## config.mk

```make
export PLATFORM = sky130hd
export DESIGN_NAME = mem_burst_ctrl
export DESIGN_NICKNAME = d
export VERILOG_FILES = /design/src/rtl/mem_burst_ctrl.sv
export SDC_FILE = /design/constraint.sdc
export NUM_CORES = 1
export LEC_CHECK = 0
export ABC_AREA = 1
export CAP_MARGIN = 20
export CELL_PAD_IN_SITES_DETAIL_PLACEMENT = 0
export CELL_PAD_IN_SITES_GLOBAL_PLACEMENT = 1
export CORE_MARGIN = 2
export CORE_UTILIZATION = 39
export CTS_CLUSTER_DIAMETER = 150
export DETAILED_ROUTE_END_ITERATION = 6
export MAX_ROUTING_LAYER = met4
export PLACE_DENSITY = 0.85
export SLEW_MARGIN = 30
export SYNTH_ARGS = -nofsm -noshare
export SYNTH_HDL_FRONTEND = slang
export SYNTH_SLANG_ARGS = --single-unit
export TNS_END_PERCENT = 30
```

## constraint.sdc

```tcl
create_clock -name clk_i -period 3.1 [get_ports clk_i]
set_input_delay 0.465 -clock clk_i [delete_from_list [all_inputs] [get_ports clk_i]]
set_output_delay 0.465 -clock clk_i [all_outputs]
set_load 0.03 [all_outputs]
```

## src/rtl/mem_burst_ctrl.sv

```systemverilog
// Burst front-end for a single-port data memory: write bursts from a valid/ready source,
// read bursts through a 4-entry output FIFO. Define MEM_BURST_CTRL_RANGE_CHECK_EN to reject out-of-range bursts.
module mem_burst_ctrl #(
  parameter int ADDR_W    = 16,
  parameter int DATA_W    = 32,
  parameter int LEN_W     = 8,
  parameter int MEM_DEPTH = 1024
) (
  input  logic              clk_i,
  input  logic              arst_n_i,
  input  logic              cmd_valid_i,
  output logic              cmd_ready_o,
  input  logic              cmd_write_i,
  input  logic [ADDR_W-1:0] cmd_addr_i,
  input  logic [LEN_W-1:0]  cmd_len_i,
  input  logic              wr_valid_i,
  output logic              wr_ready_o,
  input  logic [DATA_W-1:0] wr_data_i,
  output logic              rd_valid_o,
  input  logic              rd_ready_i,
  output logic [DATA_W-1:0] rd_data_o,
  output logic              rd_last_o,
  output logic              mem_we_o,
  output logic [ADDR_W-1:0] mem_addr_o,
  output logic [DATA_W-1:0] mem_wdata_o,
  output logic              mem_srst_o,
  input  logic [DATA_W-1:0] mem_rdata_i,
  output logic              busy_o,
  output logic              err_o
);

  typedef enum logic [1:0] {IDLE, WRITE, READ, DRAIN} state_t;
  localparam int FIFO_DEPTH = 4;

  state_t              r_state;
  logic [ADDR_W-1:0]   r_addr;
  logic [LEN_W:0]      r_cnt;
  logic                r_wr_ready;
  logic                r_mem_we;
  logic [ADDR_W-1:0]   r_mem_addr;
  logic [DATA_W-1:0]   r_mem_wdata;
  logic                r_mem_srst;
  logic                r_rd_req;
  logic                r_rd_req_last;
  logic                r_rd_pend;
  logic                r_rd_pend_last;
  logic [DATA_W-1:0]   r_fifo_data [FIFO_DEPTH];
  logic                r_fifo_last [FIFO_DEPTH];
  logic [1:0]          r_wr_ptr;
  logic [1:0]          r_rd_ptr;
  logic [2:0]          r_fifo_cnt;

  logic                w_cmd_fire;
  logic                w_reject;
  logic                w_wr_fire;
  logic                w_push;
  logic                w_pop;
  logic [1:0]          w_in_flight;
  logic [3:0]          w_occ;
  logic                w_issue;
  logic                w_last_beat;
  logic [ADDR_W-1:0]   w_addr_next;

  assign cmd_ready_o = arst_n_i & (r_state == IDLE);
  assign w_cmd_fire  = cmd_valid_i & cmd_ready_o;
  assign w_wr_fire   = wr_valid_i & r_wr_ready;
  assign w_push      = r_rd_pend;
  assign w_pop       = rd_valid_o & rd_ready_i;
  assign w_in_flight = {1'b0, r_rd_req} + {1'b0, r_rd_pend};
  // Credit check counts data already buffered plus data still in the memory pipeline.
  assign w_occ       = {1'b0, r_fifo_cnt} + {2'b00, w_in_flight} - {3'b000, w_pop};
  assign w_issue     = (r_state == READ) && (w_occ < 4'(FIFO_DEPTH));
  assign w_last_beat = (r_cnt == (LEN_W+1)'(1));
  assign w_addr_next = (r_addr == ADDR_W'(MEM_DEPTH-1)) ? '0 : r_addr + 1'b1;

`ifdef MEM_BURST_CTRL_RANGE_CHECK_EN
  logic              r_err;
  logic [ADDR_W:0]   w_end;
  assign w_end    = {1'b0, cmd_addr_i} + (ADDR_W+1)'(cmd_len_i);
  assign w_reject = w_cmd_fire && (w_end >= (ADDR_W+1)'(MEM_DEPTH));

  always_ff @(posedge clk_i or negedge arst_n_i) begin
    if (!arst_n_i) r_err <= 1'b0;
    else           r_err <= w_reject;
  end
  assign err_o = r_err;
`else
  assign w_reject = 1'b0;
  assign err_o    = 1'b0;
`endif

  always_ff @(posedge clk_i or negedge arst_n_i) begin
    if (!arst_n_i) begin
      r_state       <= IDLE;
      r_addr        <= '0;
      r_cnt         <= '0;
      r_wr_ready    <= 1'b0;
      r_mem_we      <= 1'b0;
      r_mem_addr    <= '0;
      r_mem_wdata   <= '0;
      r_mem_srst    <= 1'b1;
      r_rd_req      <= 1'b0;
      r_rd_req_last <= 1'b0;
    end else begin
      // NOTE: non-blocking defaults first; a later assignment in the same block overrides them.
      r_mem_we      <= 1'b0;
      r_rd_req      <= 1'b0;
      r_rd_req_last <= 1'b0;
      case (r_state)
        IDLE: begin
          if (w_cmd_fire && !w_reject) begin
            r_addr     <= cmd_addr_i;
            r_cnt      <= {1'b0, cmd_len_i} + (LEN_W+1)'(1);
            r_mem_srst <= 1'b0;
            if (cmd_write_i) begin
              r_state    <= WRITE;
              r_wr_ready <= 1'b1;
            end else begin
              r_state    <= READ;
            end
          end
        end
        WRITE: begin
          if (w_wr_fire) begin
            r_mem_we    <= 1'b1;
            r_mem_addr  <= r_addr;
            r_mem_wdata <= wr_data_i;
            r_addr      <= w_addr_next;
            r_cnt       <= r_cnt - 1'b1;
            if (w_last_beat) begin
              r_state    <= IDLE;
              r_wr_ready <= 1'b0;
              r_mem_srst <= 1'b1;
            end
          end
        end
        READ: begin
          if (w_issue) begin
            r_mem_addr    <= r_addr;
            r_rd_req      <= 1'b1;
            r_rd_req_last <= w_last_beat;
            r_addr        <= w_addr_next;
            r_cnt         <= r_cnt - 1'b1;
            if (w_last_beat) r_state <= DRAIN;
          end
        end
        DRAIN: begin
          if (!r_rd_req && !r_rd_pend && (r_fifo_cnt == 3'd0)) begin
            r_state    <= IDLE;
            r_mem_srst <= 1'b1;
          end
        end
        default: r_state <= IDLE;
      endcase
    end
  end

  // Second pipeline stage: the memory presents the requested word during this cycle.
  always_ff @(posedge clk_i or negedge arst_n_i) begin
    if (!arst_n_i) begin
      r_rd_pend      <= 1'b0;
      r_rd_pend_last <= 1'b0;
    end else begin
      r_rd_pend      <= r_rd_req;
      r_rd_pend_last <= r_rd_req_last;
    end
  end

  always_ff @(posedge clk_i or negedge arst_n_i) begin
    if (!arst_n_i) begin
      // NOTE: the four FIFO entries are reset so rd_data_o/rd_last_o read as zero out of reset.
      for (int i = 0; i < FIFO_DEPTH; i++) begin
        r_fifo_data[i] <= '0;
        r_fifo_last[i] <= 1'b0;
      end
      r_wr_ptr   <= '0;
      r_rd_ptr   <= '0;
      r_fifo_cnt <= '0;
    end else begin
      if (w_push) begin
        r_fifo_data[r_wr_ptr] <= mem_rdata_i;
        r_fifo_last[r_wr_ptr] <= r_rd_pend_last;
        r_wr_ptr              <= r_wr_ptr + 1'b1;
      end
      if (w_pop) r_rd_ptr <= r_rd_ptr + 1'b1;
      case ({w_push, w_pop})
        2'b10:   r_fifo_cnt <= r_fifo_cnt + 1'b1;
        2'b01:   r_fifo_cnt <= r_fifo_cnt - 1'b1;
        default: r_fifo_cnt <= r_fifo_cnt;
      endcase
    end
  end

  assign rd_valid_o  = (r_fifo_cnt != 3'd0);
  assign rd_data_o   = r_fifo_data[r_rd_ptr];
  assign rd_last_o   = r_fifo_last[r_rd_ptr];
  assign wr_ready_o  = r_wr_ready;
  assign mem_we_o    = r_mem_we;
  assign mem_addr_o  = r_mem_addr;
  assign mem_wdata_o = r_mem_wdata;
  assign mem_srst_o  = r_mem_srst;
  assign busy_o      = (r_state != IDLE);

endmodule

```

==> out/metrics.csv, run 1 <==
stage,metric,value,unit
route,drt-pass1-iter-count,5,
place,place.gp.congestion,0.841,
synthesis,synthMostInstantiatedCell,nand2_1,
global_route,largest_net_degree_at_the_start_of_global_routing,157,
place,dp.final_hpwl,17.3,mm
synthesis,yosysTopAreaCellShare,0.527,
die,area_enclosed_by_the_die_boundary,0.0281,mm2
sta,report.final.setup_viol,0,
route,route.met3.wl,1.76,mm
sta,maxSlewViolCount,0,
clock_network,cts_tree,yes,
clock_network,cts.path.max_buffers,3,
place,placedCellCount,1767,
synthesis,synth-edff-count,0,
die,initial_core_util,0.398,
global_route,first_global_vias,8890,
route,finalWirelength,27.1,mm
place,place.port_buffers,180,
synthesis,postSynthNetCount,1415,
setup_path,cp-start-kind,flip-flop,
global_route,grtUsageTotal,0.201,
route,detail_route.wl_per_cell,14.9,um
sta,achievable-frequency,332,MHz
sta,clock-skew-final,0.0170,ns
route,route.top_layer_used,met4,
pwr,vdd.ir_drop.worst,0.611,mV
route,drc,0,
global_route,number_of_antenna_violations_at_the_first_check_in_global_routing,2,
die,top_level_ports,182,
die,placement_rows,59,
route,route.antenna.remaining_nets,0,
synthesis,synth_area,0.0104,mm2
sta,finalHoldViolations,0,
setup_path,arrival_time_worst_endpoint,2.55,ns
sta,timing.final.crit_share,0.972,
clock_network,cts.sinks,221,
finish,syn2layout_area_growth,28.3,%
route,post_drt_via_cell_ratio,4.99,
setup_path,worst_ep_required_time,2.63,ns
clock_network,h-tree-depth,1,
status,outcome,finished clean,
sta,postLayoutSetupSlackWorst,0.0877,ns
die,die_height,168,um
pwr,power_density,1180,mW/mm2
synthesis,ys_types,34,
finish,n_fill_cell,2475,
route,number_of_vias_in_the_routed_layout,9061,
clock_network,insertion_delay_of_the_later_clocked_pin_in_the_worst_skew_pair,0.52,ns
place,pre_cts_ws,0.247,ns
setup_path,worstSetupEndpointType,output port,
route,met2RoutedLength,12.4,mm
synthesis,synth.ff_latch_count,221,
pwr,power_leakage,6.59,nW
clock_network,postCtsSetupBuffers,0,
synthesis,ys.warnings.count,0,
job,max_cap_viol_count,0,
synthesis,post_synth_inst_count,1305,
synthesis,synthFlopType,dfrtp_1,
setup_path,cp_max_fo,26,
synthesis,syn_area_per_cell,8.00,um2
synthesis,synth.area.top_cells,"dfrtp_1, nand2_1, o21ai_0",
finish,drive_above_1_share,0.0717,
clock_network,clk_pin_slew,0.06,ns
clock_network,cts_root_buf,clkbuf_16,
synthesis,biggest_area_consumer_among_synthesized_cells,dfrtp_1,
die,die_w,168,um
sta,timing.final.crit_period,3.01,ns
finish,num-nets-final,1570,
worst_hold_path,hold_class,in -> async,
synthesis,synth.top_cells.by_count,"nand2_1, dfrtp_1, o21ai_0",
global_route,grt_pass1_wl,45.1,mm
sta,finalHoldWorstSlack,0.331,ns
sta,grt_setup_unrepaired,false,
clock_network,tritoncts_buffer_count,25,
sta,timing.setup.tns,0,ns
global_route,grt_remaining_overflow,0,
finish,final_area,0.0134,mm2
route,wirelength_met1,12.5,mm
synthesis,ys_async_sr_fraction,1.00,
synthesis,synth-seq-area-share,0.530,
sta,max_slew_margin,0.451,
pwr,power.total,15.9,mW
setup_path,timing.setup.critical_path_class,reg -> out,
place,placedInstanceArea,0.0125,mm2
sta,tightest_slew,0.824,ns
route,drt_iter0_markers,657,
die,core,0.0262,mm2
finish,final_core_util,0.511,
finish,finalNonFillerCells,1816,
-- worst paths after layout --
kind / start / to / slack [ns] / cells past startpoint
setup / recovery: r_rd_ptr[1] / rd_data_o[15] / 0.09 / 5
hold / removal: arst_n_i / wr_ready_o / 0.33 / 2
setup reg to reg: r_fifo_cnt[1] / r_addr[11] / 0.44 / 18
hold reg to reg: r_rd_req_last / r_rd_pend_last / 0.37 / 0
max in group asynchronous: arst_n_i / r_rd_ptr[0] / 1.75 / 3
min in group clk_i: r_rd_req_last / r_rd_pend_last / 0.37 / 0
-- layout make-up --
class	count	area [um2]	area share
diodes	2	5.00	0.000374
clock inverters	8	119	0.00887
inverters	90	338	0.0252
multi-input cells	922	4250	0.317
well taps	335	419	0.0313
clock buffers	38	734	0.0548
repair buffers	200	2000	0.149
flip-flops and latches	221	5530	0.413
-- report_power, final --
part           switching [mW]  internal [mW]  total, mW
combinational            4.81           2.90       7.70
clock                    1.16           1.88       3.04
sequential              0.878           4.23       5.10
total                    6.85           9.00       15.9
-- state kept, by name, indices dropped and copies added (netlist names), 2 cells and up --
name,count
r_state,2
r_addr,16
mem_addr_o,16
r_wr_ptr,2
r_rd_ptr,2
r_cnt,9
r_fifo_last,4
r_fifo_data,128
mem_wdata_o,32
r_fifo_cnt,3
-- logic make-up after synthesis --
logic type / count (synthesis) / synth area share
simple gates: 629 / 0.244
compound gates: 266 / 0.132
flops: 221 / 0.530
buf+inv: 162 / 0.0651
fa+ha+maj: 16 / 0.0199
xor+xnor: 10 / 0.00839
other cells: 1 / 0.000359
-- cell usage in the layout (no fill, tap or decap), types with 4 or more instances in the layout --
cell type and count:
inv_2 4, nand2_2 5, clkbuf_1 7, a21oi_1 7, clkbuf_8 6, nor2_1 101
buf_4 37, clkbuf_16 25, o22ai_1 34, nand2_1 425, o21ai_0 220, clkdlybuf4s50_1 150
clkinv_2 4, ha_1 15, inv_1 85, dfrtp_1 219, buf_12 8, nand3_1 79
nand4_1 8, xor2_1 8
-- critical path: stages (launching register included) --
cell	delay (ns)
dfrtp_1	0.53
inv_1	0.13
buf_4	0.31
o21ai_0	0.14
o22ai_1	0.19
clkdlybuf4s50_1	0.71
-- per-layer routing --
metal  GRT usage  up-vias
li1            -     4518
met1       0.269     4237
met2       0.323      272
met3      0.0376       34
met4      0.0371        0
met5           -        -
-- repair_timing --
item	in CTS	in global routing
endpoints found under the hold margin	2	0
gates resized for setup	0	3
endpoints found under the setup margin	0	3
hold buffers	1	0
No activity file was read; power rests on OpenSTA's default activity.
==> run 2: changes to the inputs <==
--- a/config.mk
+++ b/config.mk
@@ -15,6 +15,7 @@
 export DETAILED_ROUTE_END_ITERATION = 6
 export MAX_ROUTING_LAYER = met4
 export PLACE_DENSITY = 0.85
+export SETUP_SLACK_MARGIN = 0.4
 export SLEW_MARGIN = 30
 export SYNTH_ARGS = -nofsm -noshare
 export SYNTH_HDL_FRONTEND = slang
==> out/metrics.csv, run 2 (same netlist as run 1, synthesis figures left out) <==
stage,metric,value,unit,change
status,outcome,finished clean,,
sta,timing.final.crit_period,2.84,ns,-0.174 ns
setup_path,slowest_delay,0.42,ns,-0.29 ns
setup_path,worstSetupEndpointType,output port,,
setup_path,arrival_time_worst_endpoint,2.37,ns,-0.18 ns
setup_path,cp_max_fo,35,,+35%
finish,max_flop_register,r_fifo_data,,
setup_path,timing.critical_path.max_delay_family,buffers and inverters,,
die,placement_rows,59,,unchanged
pwr,vdd.ir_drop.worst,0.610,mV,about the same
finish,num-nets-final,1573,,+0.19%
finish,commonest_cells_after_routing_fill_and_taps_aside,"nand2_1, o21ai_0, dfrtp_1",,
die,core,0.0262,mm2,unchanged
finish,flip_flop_count_of_the_largest_register_after_layout,128,,unchanged
setup_path,worst_ep_required_time,2.63,ns,about the same
die,area_enclosed_by_the_die_boundary,0.0281,mm2,unchanged
die,die_w,168,um,unchanged
setup_path,cp_num_buf_inv,3,,unchanged
sta,tightest_slew,0.848,ns,+0.0249 ns
sta,max_slew_margin,0.434,,-0.0166
clock_network,cts_tree,yes,,
pwr,power_leakage,6.59,nW,about the same
route,route.antenna.remaining_nets,0,,unchanged
route,drc,0,,unchanged
place,place.gp.congestion,0.841,,unchanged
place,placedCellCount,1767,,unchanged
clock_network,tritoncts_buffer_count,25,,unchanged
die,initial_core_util,0.398,,unchanged
clock_network,cts.path.max_buffers,3,,unchanged
setup_path,critical_path.cell_chain,buf_4 > buf_4 > o21ai_0 > o22ai_1 > buf_12,,
route,number_of_vias_in_the_routed_layout,9102,,+0.45%
global_route,largest_net_degree_at_the_start_of_global_routing,157,,unchanged
sta,timing.final.crit_share,0.916,,-0.0560
setup_path,timing.setup.critical_path_class,reg -> out,,
global_route,number_of_antenna_violations_at_the_first_check_in_global_routing,2,,unchanged
route,detail_route.wl_per_cell,14.9,um,about the same
sta,timing.setup.tns,0,ns,unchanged
finish,finalNonFillerCells,1819,,+0.17%
sta,clock-skew-final,0.0172,ns,+0.000199 ns
setup_path,regToRegEndpoint,mem_addr_o[9],,
global_route,grt_pass1_wl,45.1,mm,about the same
setup_path,timing.rr.start,r_fifo_cnt[2],,
setup_path,worst_path_max_delay_cell,buf_4,,
sta,achievable-frequency,352,MHz,+6.1%
die,top_level_ports,182,,unchanged
route,drt-pass1-iter-count,5,,unchanged
clock_network,cts.sinks,221,,unchanged
clock_network,insertion_delay_of_the_later_clocked_pin_in_the_worst_skew_pair,0.52,ns,about the same
setup_path,cp-start-kind,flip-flop,,
global_route,first_global_vias,8887,,-0.034%
setup_path,cpMostUsedCell,buf_4,,
global_route,grtUsageTotal,0.201,,unchanged
sta,finalHoldViolations,0,,unchanged
route,finalWirelength,27.1,mm,+0.15%
setup_path,setup.reg_to_reg.worst_slack,0.66,ns,+0.22 ns
finish,drive_above_1_share,0.0756,,+0.00390
clock_network,h-tree-depth,1,,unchanged
route,post_drt_via_cell_ratio,5.00,,+0.29%
place,dp.final_hpwl,17.3,mm,unchanged
place,place.port_buffers,180,,unchanged
setup_path,cp.depth,5,,unchanged
finish,syn2layout_area_growth,28.7,%,
setup_path,r2r_cells,18,,unchanged
global_route,grt_remaining_overflow,0,,unchanged
finish,most_common_cell_after_layout_fill_and_taps_aside,nand2_1,,
job,max_cap_viol_count,0,,unchanged
clock_network,clk_pin_slew,0.06,ns,about the same
sta,grt_setup_unrepaired,true,,
sta,report.final.setup_viol,0,,unchanged
pwr,power_density,1180,mW/mm2,about the same
die,die_height,168,um,unchanged
clock_network,cts_root_buf,clkbuf_16,,
worst_hold_path,hold_class,in -> async,,
sta,maxSlewViolCount,0,,unchanged
route,drt_iter0_markers,694,,+5.6%
-- run 2: cell count changes in the layout (fill, tap and decap cells not counted), sizes merged --
cell,change
clkdlybuf4s15,+1
buf,+3
dlygate4sd2,+5
dlymetal6s2s,-2
clkdlybuf4s50,-4
-- run 2: worst max path at each step --
stage | to | slack, ns | start
after global routing | rd_data_o[1] | 0.15 | r_rd_ptr[0]
after detailed placement | r_addr[9] | 0.25 | rd_ready_i
after floorplan | r_addr[10] | 0.61 | r_fifo_cnt[1]
final | rd_data_o[0] | 0.26 | r_rd_ptr[0]
after global placement | r_addr[14] | 0.31 | rd_ready_i
after CTS | rd_data_o[12] | 0.21 | r_rd_ptr[1]
-- run 2: power by group --
| part | total (mW) | leakage (nW) | switching [mW] | internal, mW |
|---|---|---|---|---|
| sequential | 5.11 | 2.52 | 0.881 | 4.23 |
| combinational | 7.75 | 3.65 | 4.84 | 2.90 |
| clock | 3.05 | 0.422 | 1.17 | 1.88 |
-- run 2: metrics by stage --
stage	hold WS (ns)	setup WS, ns	total power, mW	utilization	area, um2
floorplan	0.169	0.613	10.0	-	10400
global placement	0.263	0.312	12.8	0.478	12500
detailed placement	0.262	0.247	12.9	0.478	12500
CTS	0.319	0.213	16.0	0.511	13400
global route	0.336	0.150	17.2	0.513	13400
finish	0.330	0.261	15.9	0.513	13400
-- run 2: repair_timing --
item	4_1_cts	5_1_grt
gates cloned	0	0
resized for setup	9	5
endpoints found under the setup margin	19	66
hold buffers	1	0
setup buffers	0	3
hold endpoints to repair	2	0
-- run 2: layout make-up --
cell class	count	area [um2]
Tap cell	335	419
Multi-Input combinational cell	922	4270
Clock inverter	8	119
Timing Repair Buffer	203	2020
Sequential cell	221	5530
Clock buffer	38	734
Fill cell	2481	12800
Inverter	90	338
Antenna cell	2	5.00
-- run 2: per-layer routing --
layer	share of wire	up-vias	routed length (um)	global-route usage
li1	-	4529	-	-
met1	0.46	4272	12600	0.269
met2	0.46	265	12400	0.322
met3	0.063	36	1700	0.0376
met4	0.017	0	467	0.0371
met5	0	-	0	-
